$ cat config.mk
export PLATFORM = sky130hd
export DESIGN_NAME = lighthouse_emulator_flat
export DESIGN_NICKNAME = d
export VERILOG_FILES = /design/src/rtl/lighthouse_emulator_pkg.sv /design/src/rtl/lighthouse_emulator_if.sv /design/src/rtl/lighthouse_sweep_slot.sv /design/src/rtl/lighthouse_emulator.sv /design/src/flat_wrapper.sv
export SDC_FILE = /design/constraint.sdc
export NUM_CORES = 2
export LEC_CHECK = 0
export CORE_MARGIN = 2
export CORE_UTILIZATION = 38
export DETAILED_ROUTE_END_ITERATION = 10
export REMOVE_ABC_BUFFERS = 1
export SETUP_SLACK_MARGIN = 0.15
export SLEW_MARGIN = 20
export SYNTH_ARGS = -nofsm -noshare
export SYNTH_HDL_FRONTEND = slang
export SYNTH_SLANG_ARGS = --single-unit
$ cat constraint.sdc
create_clock -name clock -period 11 [get_ports clock]
set_clock_uncertainty 0.05 [all_clocks]
set_input_delay 1.65 -clock clock [delete_from_list [all_inputs] [get_ports clock]]
set_output_delay 1.65 -clock clock [all_outputs]
set_load 0.01 [all_outputs]
$ cat src/rtl/lighthouse_emulator_pkg.sv
// lighthouse_emulator_pkg: register map, CTRL bit positions and FSM state type
package lighthouse_emulator_pkg;
    typedef enum logic {IDLE, RUN} state_t;
    localparam logic [2:0] REG_CTRL    = 3'd0;
    localparam logic [2:0] REG_PERIOD  = 3'd1;
    localparam logic [2:0] REG_DELAY0  = 3'd2;
    localparam logic [2:0] REG_DELAY1  = 3'd3;
    localparam logic [2:0] REG_SPACING = 3'd4;
    localparam logic [2:0] REG_STATUS  = 3'd5;
    localparam int CTRL_EN   = 0;
    localparam int CTRL_DATA = 1;
    localparam int CTRL_SKIP = 2;
    localparam logic [31:0] FILLER = 32'hDEAD_BEEF;
endpackage

$ cat src/rtl/lighthouse_emulator_if.sv
// lighthouse_emulator_if: Avalon-MM slave bus of the lighthouse emulator
interface lighthouse_emulator_if;
    logic [2:0]  address;
    logic        write;
    logic [31:0] writedata;
    logic        read;
    logic [31:0] readdata;
    logic        waitrequest;
    modport master (output address, write, writedata, read, input readdata, waitrequest);
    modport slave (input address, write, writedata, read, output readdata, waitrequest);
endinterface

$ cat src/rtl/lighthouse_sweep_slot.sv
// lighthouse_sweep_slot: per-sensor sweep window compare merged with sync, registered
module lighthouse_sweep_slot #(
    parameter int SWEEP_WIDTH = 50
) (
    input  logic        clock,
    input  logic        reset,
    input  logic        active,
    input  logic        sync,
    input  logic [31:0] t,
    input  logic [31:0] start,
    input  logic [31:0] period,
    output logic        pulse
);
    logic hit;
    // 33-bit end compare so start+width never wraps
    assign hit = t >= start && {1'b0, t} < {1'b0, start} + 33'(SWEEP_WIDTH) && t < period;
    always_ff @(posedge clock or posedge reset)
        if (reset) pulse <= 1'b0;
        else pulse <= active && (sync || hit);
endmodule

$ cat src/rtl/lighthouse_emulator.sv
// lighthouse_emulator: Avalon-MM lighthouse waveform generator (sync + per-sensor sweeps)
module lighthouse_emulator
    import lighthouse_emulator_pkg::*;
#(
    parameter int NUM_SENSORS    = 16,
    parameter int SYNC_BASE      = 3125,
    parameter int SYNC_STEP      = 521,
    parameter int SWEEP_WIDTH    = 50,
    parameter int DEFAULT_PERIOD = 416666
) (
    input  logic                   clock,
    input  logic                   reset,
    lighthouse_emulator_if.slave   bus,
    output logic [NUM_SENSORS-1:0] sensor_signal_o
);
    localparam logic [31:0] MIN_PERIOD = 32'(SYNC_BASE + 7 * SYNC_STEP + 1);

    state_t      state;
    logic [2:0]  ctrl, ctrl_n, ld_ctrl;
    logic [31:0] period, delay0, delay1, spacing;
    logic [31:0] period_n, delay0_n, delay1_n, spacing_n;
    logic [31:0] ld_period, ld_delay0, ld_delay1, ld_spacing;
    logic [31:0] sh_period, sh_delay0, sh_delay1, sh_spacing;
    logic [31:0] t, sync_len, sweep_base;
    logic        sh_data, sh_skip, axis, idle, wrap, load, sync, unused_read;
    logic [29:0] frame_cnt;

    always_comb begin
        ctrl_n     = (bus.write && bus.address == REG_CTRL) ? bus.writedata[2:0] : ctrl;
        period_n   = (bus.write && bus.address == REG_PERIOD) ? bus.writedata : period;
        delay0_n   = (bus.write && bus.address == REG_DELAY0) ? bus.writedata : delay0;
        delay1_n   = (bus.write && bus.address == REG_DELAY1) ? bus.writedata : delay1;
        spacing_n  = (bus.write && bus.address == REG_SPACING) ? bus.writedata : spacing;
        idle       = state == IDLE;
        wrap       = !idle && t == sh_period - 32'd1;
        // entry sees this cycle's write; wrap decisions use the pre-write registers
        load       = idle ? ctrl_n[CTRL_EN] : wrap;
        ld_ctrl    = idle ? ctrl_n : ctrl;
        ld_period  = idle ? period_n : period;
        ld_delay0  = idle ? delay0_n : delay0;
        ld_delay1  = idle ? delay1_n : delay1;
        ld_spacing = idle ? spacing_n : spacing;
        sync_len   = 32'(SYNC_BASE) + 32'({sh_skip, sh_data, axis}) * 32'(SYNC_STEP);
        sync       = t < sync_len;
        sweep_base = axis ? sh_delay1 : sh_delay0;
    end

    always_ff @(posedge clock or posedge reset)
        if (reset) begin
            ctrl    <= '0;
            period  <= 32'(DEFAULT_PERIOD);
            delay0  <= 32'd100000;
            delay1  <= 32'd100000;
            spacing <= 32'd1000;
        end else begin
            ctrl    <= ctrl_n;
            period  <= period_n;
            delay0  <= delay0_n;
            delay1  <= delay1_n;
            spacing <= spacing_n;
        end

    always_ff @(posedge clock or posedge reset)
        if (reset) begin
            state      <= IDLE;
            t          <= '0;
            axis       <= 1'b0;
            frame_cnt  <= '0;
            sh_period  <= '0;
            sh_delay0  <= '0;
            sh_delay1  <= '0;
            sh_spacing <= '0;
            sh_data    <= 1'b0;
            sh_skip    <= 1'b0;
        end else if (load) begin
            state      <= (idle || ctrl[CTRL_EN]) ? RUN : IDLE;
            t          <= '0;
            axis       <= !idle && !axis;
            frame_cnt  <= idle ? frame_cnt : frame_cnt + 30'd1;
            sh_period  <= ld_period < MIN_PERIOD ? MIN_PERIOD : ld_period;
            sh_delay0  <= ld_delay0;
            sh_delay1  <= ld_delay1;
            sh_spacing <= ld_spacing;
            sh_data    <= ld_ctrl[CTRL_DATA];
            sh_skip    <= ld_ctrl[CTRL_SKIP];
        end else if (!idle) begin
            t <= t + 32'd1;
        end

    always_comb
        case (bus.address)
            REG_CTRL:    bus.readdata = {29'd0, ctrl};
            REG_PERIOD:  bus.readdata = period;
            REG_DELAY0:  bus.readdata = delay0;
            REG_DELAY1:  bus.readdata = delay1;
            REG_SPACING: bus.readdata = spacing;
            REG_STATUS:  bus.readdata = {!idle, axis, frame_cnt};
            default:     bus.readdata = FILLER;
        endcase

    assign bus.waitrequest = 1'b0;
    assign unused_read = bus.read;

    for (genvar i = 0; i < NUM_SENSORS; i++) begin : g_slot
        lighthouse_sweep_slot #(.SWEEP_WIDTH(SWEEP_WIDTH)) u_slot (
            .clock  (clock),
            .reset  (reset),
            .active (!idle),
            .sync   (sync),
            .t      (t),
            .start  (sweep_base + 32'(i) * sh_spacing),
            .period (sh_period),
            .pulse  (sensor_signal_o[i])
        );
    end
endmodule

$ cat src/flat_wrapper.sv
// flat-port wrapper written by rule: the top's interface ports become plain ports
module lighthouse_emulator_flat import lighthouse_emulator_pkg::*;
#(
    parameter int NUM_SENSORS    = 16,
    parameter int SYNC_BASE      = 3125,
    parameter int SYNC_STEP      = 521,
    parameter int SWEEP_WIDTH    = 50,
    parameter int DEFAULT_PERIOD = 416666
)
  (clock, reset, sensor_signal_o, bus_address, bus_write, bus_writedata, bus_read, bus_readdata, bus_waitrequest);
  lighthouse_emulator_if bus_i ();
  input  logic clock;
  input  logic reset;
  output logic [NUM_SENSORS-1:0] sensor_signal_o;
  input wire logic [$bits(bus_i.address)-1:0] bus_address;
  input wire logic [$bits(bus_i.write)-1:0] bus_write;
  input wire logic [$bits(bus_i.writedata)-1:0] bus_writedata;
  input wire logic [$bits(bus_i.read)-1:0] bus_read;
  output wire logic [$bits(bus_i.readdata)-1:0] bus_readdata;
  output wire logic [$bits(bus_i.waitrequest)-1:0] bus_waitrequest;
  assign bus_i.address = bus_address;
  assign bus_i.write = bus_write;
  assign bus_i.writedata = bus_writedata;
  assign bus_i.read = bus_read;
  assign bus_readdata = bus_i.readdata;
  assign bus_waitrequest = bus_i.waitrequest;
  lighthouse_emulator #(.NUM_SENSORS(NUM_SENSORS), .SYNC_BASE(SYNC_BASE), .SYNC_STEP(SYNC_STEP), .SWEEP_WIDTH(SWEEP_WIDTH), .DEFAULT_PERIOD(DEFAULT_PERIOD)) u_core (.clock(clock), .reset(reset), .bus(bus_i), .sensor_signal_o(sensor_signal_o));
endmodule
==> results by group <==
Status
  – Outcome: finished, final reports clean

Min path
  – Worst hold path stage count: 1
  – Hold Path Class: reg -> reg
  – Worst hold start: u_core.frame_cnt[29]
  – Hold endpoint: u_core.frame_cnt[29]

Setup path
  – Crit-path max FO: 11
  – FF-to-FF Start: u_core.sh_spacing[0]
  – CP max stage cell: dfrtp_1
  – R2r setup slk: 1650 ps
  – Reg2reg path depth: 30
  – Critical path class: reg -> reg
  – Critical Path Max Stage Delay: 920 ps
  – Setup crit end kind: flip-flop
  – Startpoint types: flip-flop
  – Critical Path AT: 9790 ps
  – Critical Path RT: 11450 ps
  – Reg2reg end: u_core.g_slot[14].u_slot.pulse

Detailed routing
  – DR iter-0 viols: 7515
  – Via count: a little over 80k
  – DR WL/cell: 27.1 µm
  – WL final: around 350 mm
  – DR vias/cell: 6.21
  – Antenna-violating nets left: 0
  – DRC errors left: 0
  – Initial DRT Pass Iterations: 8

Cells and area
  – Layout Nets: roughly 12k
  – Register area: ~8600 µm²
  – Area delta synth->final: 8.44%
  – Final Core Density: between 40% and 50%
  – Fill cells: between 20k and 25k
  – Non-filler cells, final: 13.0k
  – Share of cells above drive strength 1: 6.96%
  – Multi-input logic area: 70700 µm²

Clock tree
  – CTS buffer count: 46
  – Root Buffer: clkbuf_16
  – CTS tree: yes
  – Clk Latency, worst-skew pair: 720 ps
  – Hold buffers post-CTS: 0
  – Htree depth: 2
  – Worst-path clk slew: 70 ps
  – Clk sinks: 341
  – Setup bufs post-CTS: 0
  – Post_cts resized: 0
  – CTS max path bufs: 3

Yosys
  – Post-Syn Area: 82900 µm²
  – Post-synth top flop: dfrtp_1
  – Yosys top cell by area: ha_1
  – Synth warn: 0
  – Share of flip-flops with an asynchronous set or reset: 100%
  – Mean post-synth cell area: 8.30 µm²
  – Mapped Cells: 9988
  – Cell variety after synth: 92
  – Top cell type's share of synthesized area: between 20% and 30%
  – Post-synth EDFFs: 0
  – Seq/Total Area, Yosys: around a tenth
  – Synth top area cells: ha_1, dfrtp_1, fa_1, xnor2_1, a21oi_1
  – Register bit total from synthesis: 341

STA
  – Worst Slack Setup Final: 1650 ps
  – Period minus WS final: between 9000 and 10000 ps
  – Slew HR: 8.88%
  – FMAX: around 0.11 GHz
  – Endpoints failing hold: 0
  – Final-report setup violation count: 0
  – Fin crit share: 85.0%
  – Slew @ Worst Pin: about 1400 ps
  – Unrepaired setup endpoints after global routing: no
  – Final Slew Violations: 0

Run
  – Max cap viols: 0

Global routing
  – Total gr overflow: 0
  – First-pass GRT wire length: about 510 mm
  – Total GRT Usage: 30.7%
  – Largest net degree at the start of global routing: about 140
  – Vias in the first global route: 78.9k
  – Initial antenna violation count: 32

Die
  – Die height: 471 µm
  – Top-Level Pins: 88
  – FP Rows: ~170
  – Starting Density: 38.2%
  – CORE AREA: 217000 µm²
  – Die width: 471 µm
  – Die ar.: 222000 µm²

Place
  – GP Congestion: 1.08
  – Post-DP HPWL: 280 mm
  – Worst slack, placed: 1830 ps
  – Port Buffers: 85
  – Inst Count DP: 12.9k
==> synth_stat cells, types with 29 or more instances <==
library cell	number
a2111oi_0	40
a211oi_1	103
a21o_1	470
a21oi_1	746
a221oi_1	38
a31oi_1	92
and2_1	48
and3_1	82
clkbuf_1	154
dfrtp_1	312
dfstp_2	29
fa_1	352
ha_1	1608
inv_1	774
mux2_2	190
mux2i_1	153
nand2_1	623
nand2b_1	117
nand3_1	205
nand4_1	238
nor2_1	580
nor2b_1	135
nor3_1	234
nor4_1	89
o211ai_1	70
o21a_1	128
o21ai_0	534
o21bai_1	50
o221a_2	30
o22ai_1	51
o31ai_1	46
or2_2	72
or3_1	78
or4_1	40
xnor2_1	662
xor2_1	369
==> routing by layer <==
layer	vias up	global-route usage [%]	wire length (µm)
met2	3782	48.3	153000
met5	-	0	102
met4	14	19.4	26900
met3	1052	6.06	32400
met1	39300	38.3	141000
li1	36800	-	-
==> through the flow <==
stage	setup TNS, ps	cell area [µm²]	hold slack [ps]
after CTS	0	89900	429
final	0	89900	429
after global routing	0	89900	467
after global placement	0	88200	423
after detailed placement	0	88200	416
after floorplan	-32340	82100	395
==> registers in the layout, indices dropped and copies added (netlist names), 3 cells and up <==
signal and count:
u_core.ctrl 3, u_core.delay0 32, u_core.delay1 32, u_core.frame_cnt 30, u_core.g_slot.u_slot.pulse 16, u_core.period 32, u_core.sh_delay0 32, u_core.sh_delay1 32
u_core.sh_period 32, u_core.sh_spacing 32, u_core.spacing 32, u_core.t 32
==> cell usage in the layout, fill, tap and decap left out, types with 203 or more instances in the layout <==
| cell type | instances |
|---|---|
| inv_1 | 771 |
| fa_1 | 352 |
| a21o_1 | 470 |
| ha_1 | 1608 |
| buf_4 | 203 |
| dfrtp_1 | 281 |
| nor3_1 | 234 |
| nor2_1 | 576 |
| nand4_1 | 238 |
| xor2_1 | 369 |
| nand2_1 | 620 |
| xnor2_1 | 660 |
| nand3_1 | 205 |
| o21ai_0 | 532 |
| a21oi_1 | 746 |
==> kinds of logic (layout without fill, tap and decap cells) <==
logic type	count (synthesis)	count (layout)	share of synthesized area, %
other	1	11	0.00452
AND/OR/NAND/NOR	2666	2666	16.2
buffers and inverters	975	1150	4.53
AO/OA/AOI/OAI	2670	2670	20.8
flip-flops	341	341	10.3
adder cells (fa/ha/maj)	1960	1960	32.8
multiplexers	344	344	4.45
XOR/XNOR	1031	1031	10.9
==> worst max-delay path by stage <==
stage	start	endpoint	slack, ps	depth (start not counted)
after floorplan	reset	u_core.axis	-100	1
after detailed placement	u_core.sh_spacing[0]	u_core.g_slot[14].u_slot.pulse	1830	30
after CTS	u_core.sh_spacing[0]	u_core.g_slot[14].u_slot.pulse	1740	30
after global routing	u_core.sh_spacing[0]	u_core.g_slot[14].u_slot.pulse	1130	30
after global placement	u_core.sh_spacing[1]	u_core.g_slot[14].u_slot.pulse	1830	30
final	u_core.sh_spacing[0]	u_core.g_slot[14].u_slot.pulse	1650	30
==> area by class of cell <==
| class | instances | share of cell area (%) |
|---|---|---|
| diodes | 10 | 0.0278 |
| clock inverters | 30 | 0.504 |
| multi-input cells | 8672 | 78.6 |
| repair buffers | 290 | 2.68 |
| flip-flops and latches | 341 | 9.57 |
| inverters | 774 | 3.24 |
| well taps | 2854 | 3.97 |
| clock buffers | 56 | 1.37 |
==> critical path: cells and delay by family (launching register included) <==
family                     cells  cell delay [ps]
AOI/OAI and AO/OA             15             3330
xor gates and xnor gates       3              390
adders and majority gates      4             1500
buffers and inverters          1              210
DFF                            1              920
and+or+nand+nor                7             2710
Power is not shown: default switching activity piles up to over one toggle a cycle in this logic, so the estimate is an artifact.
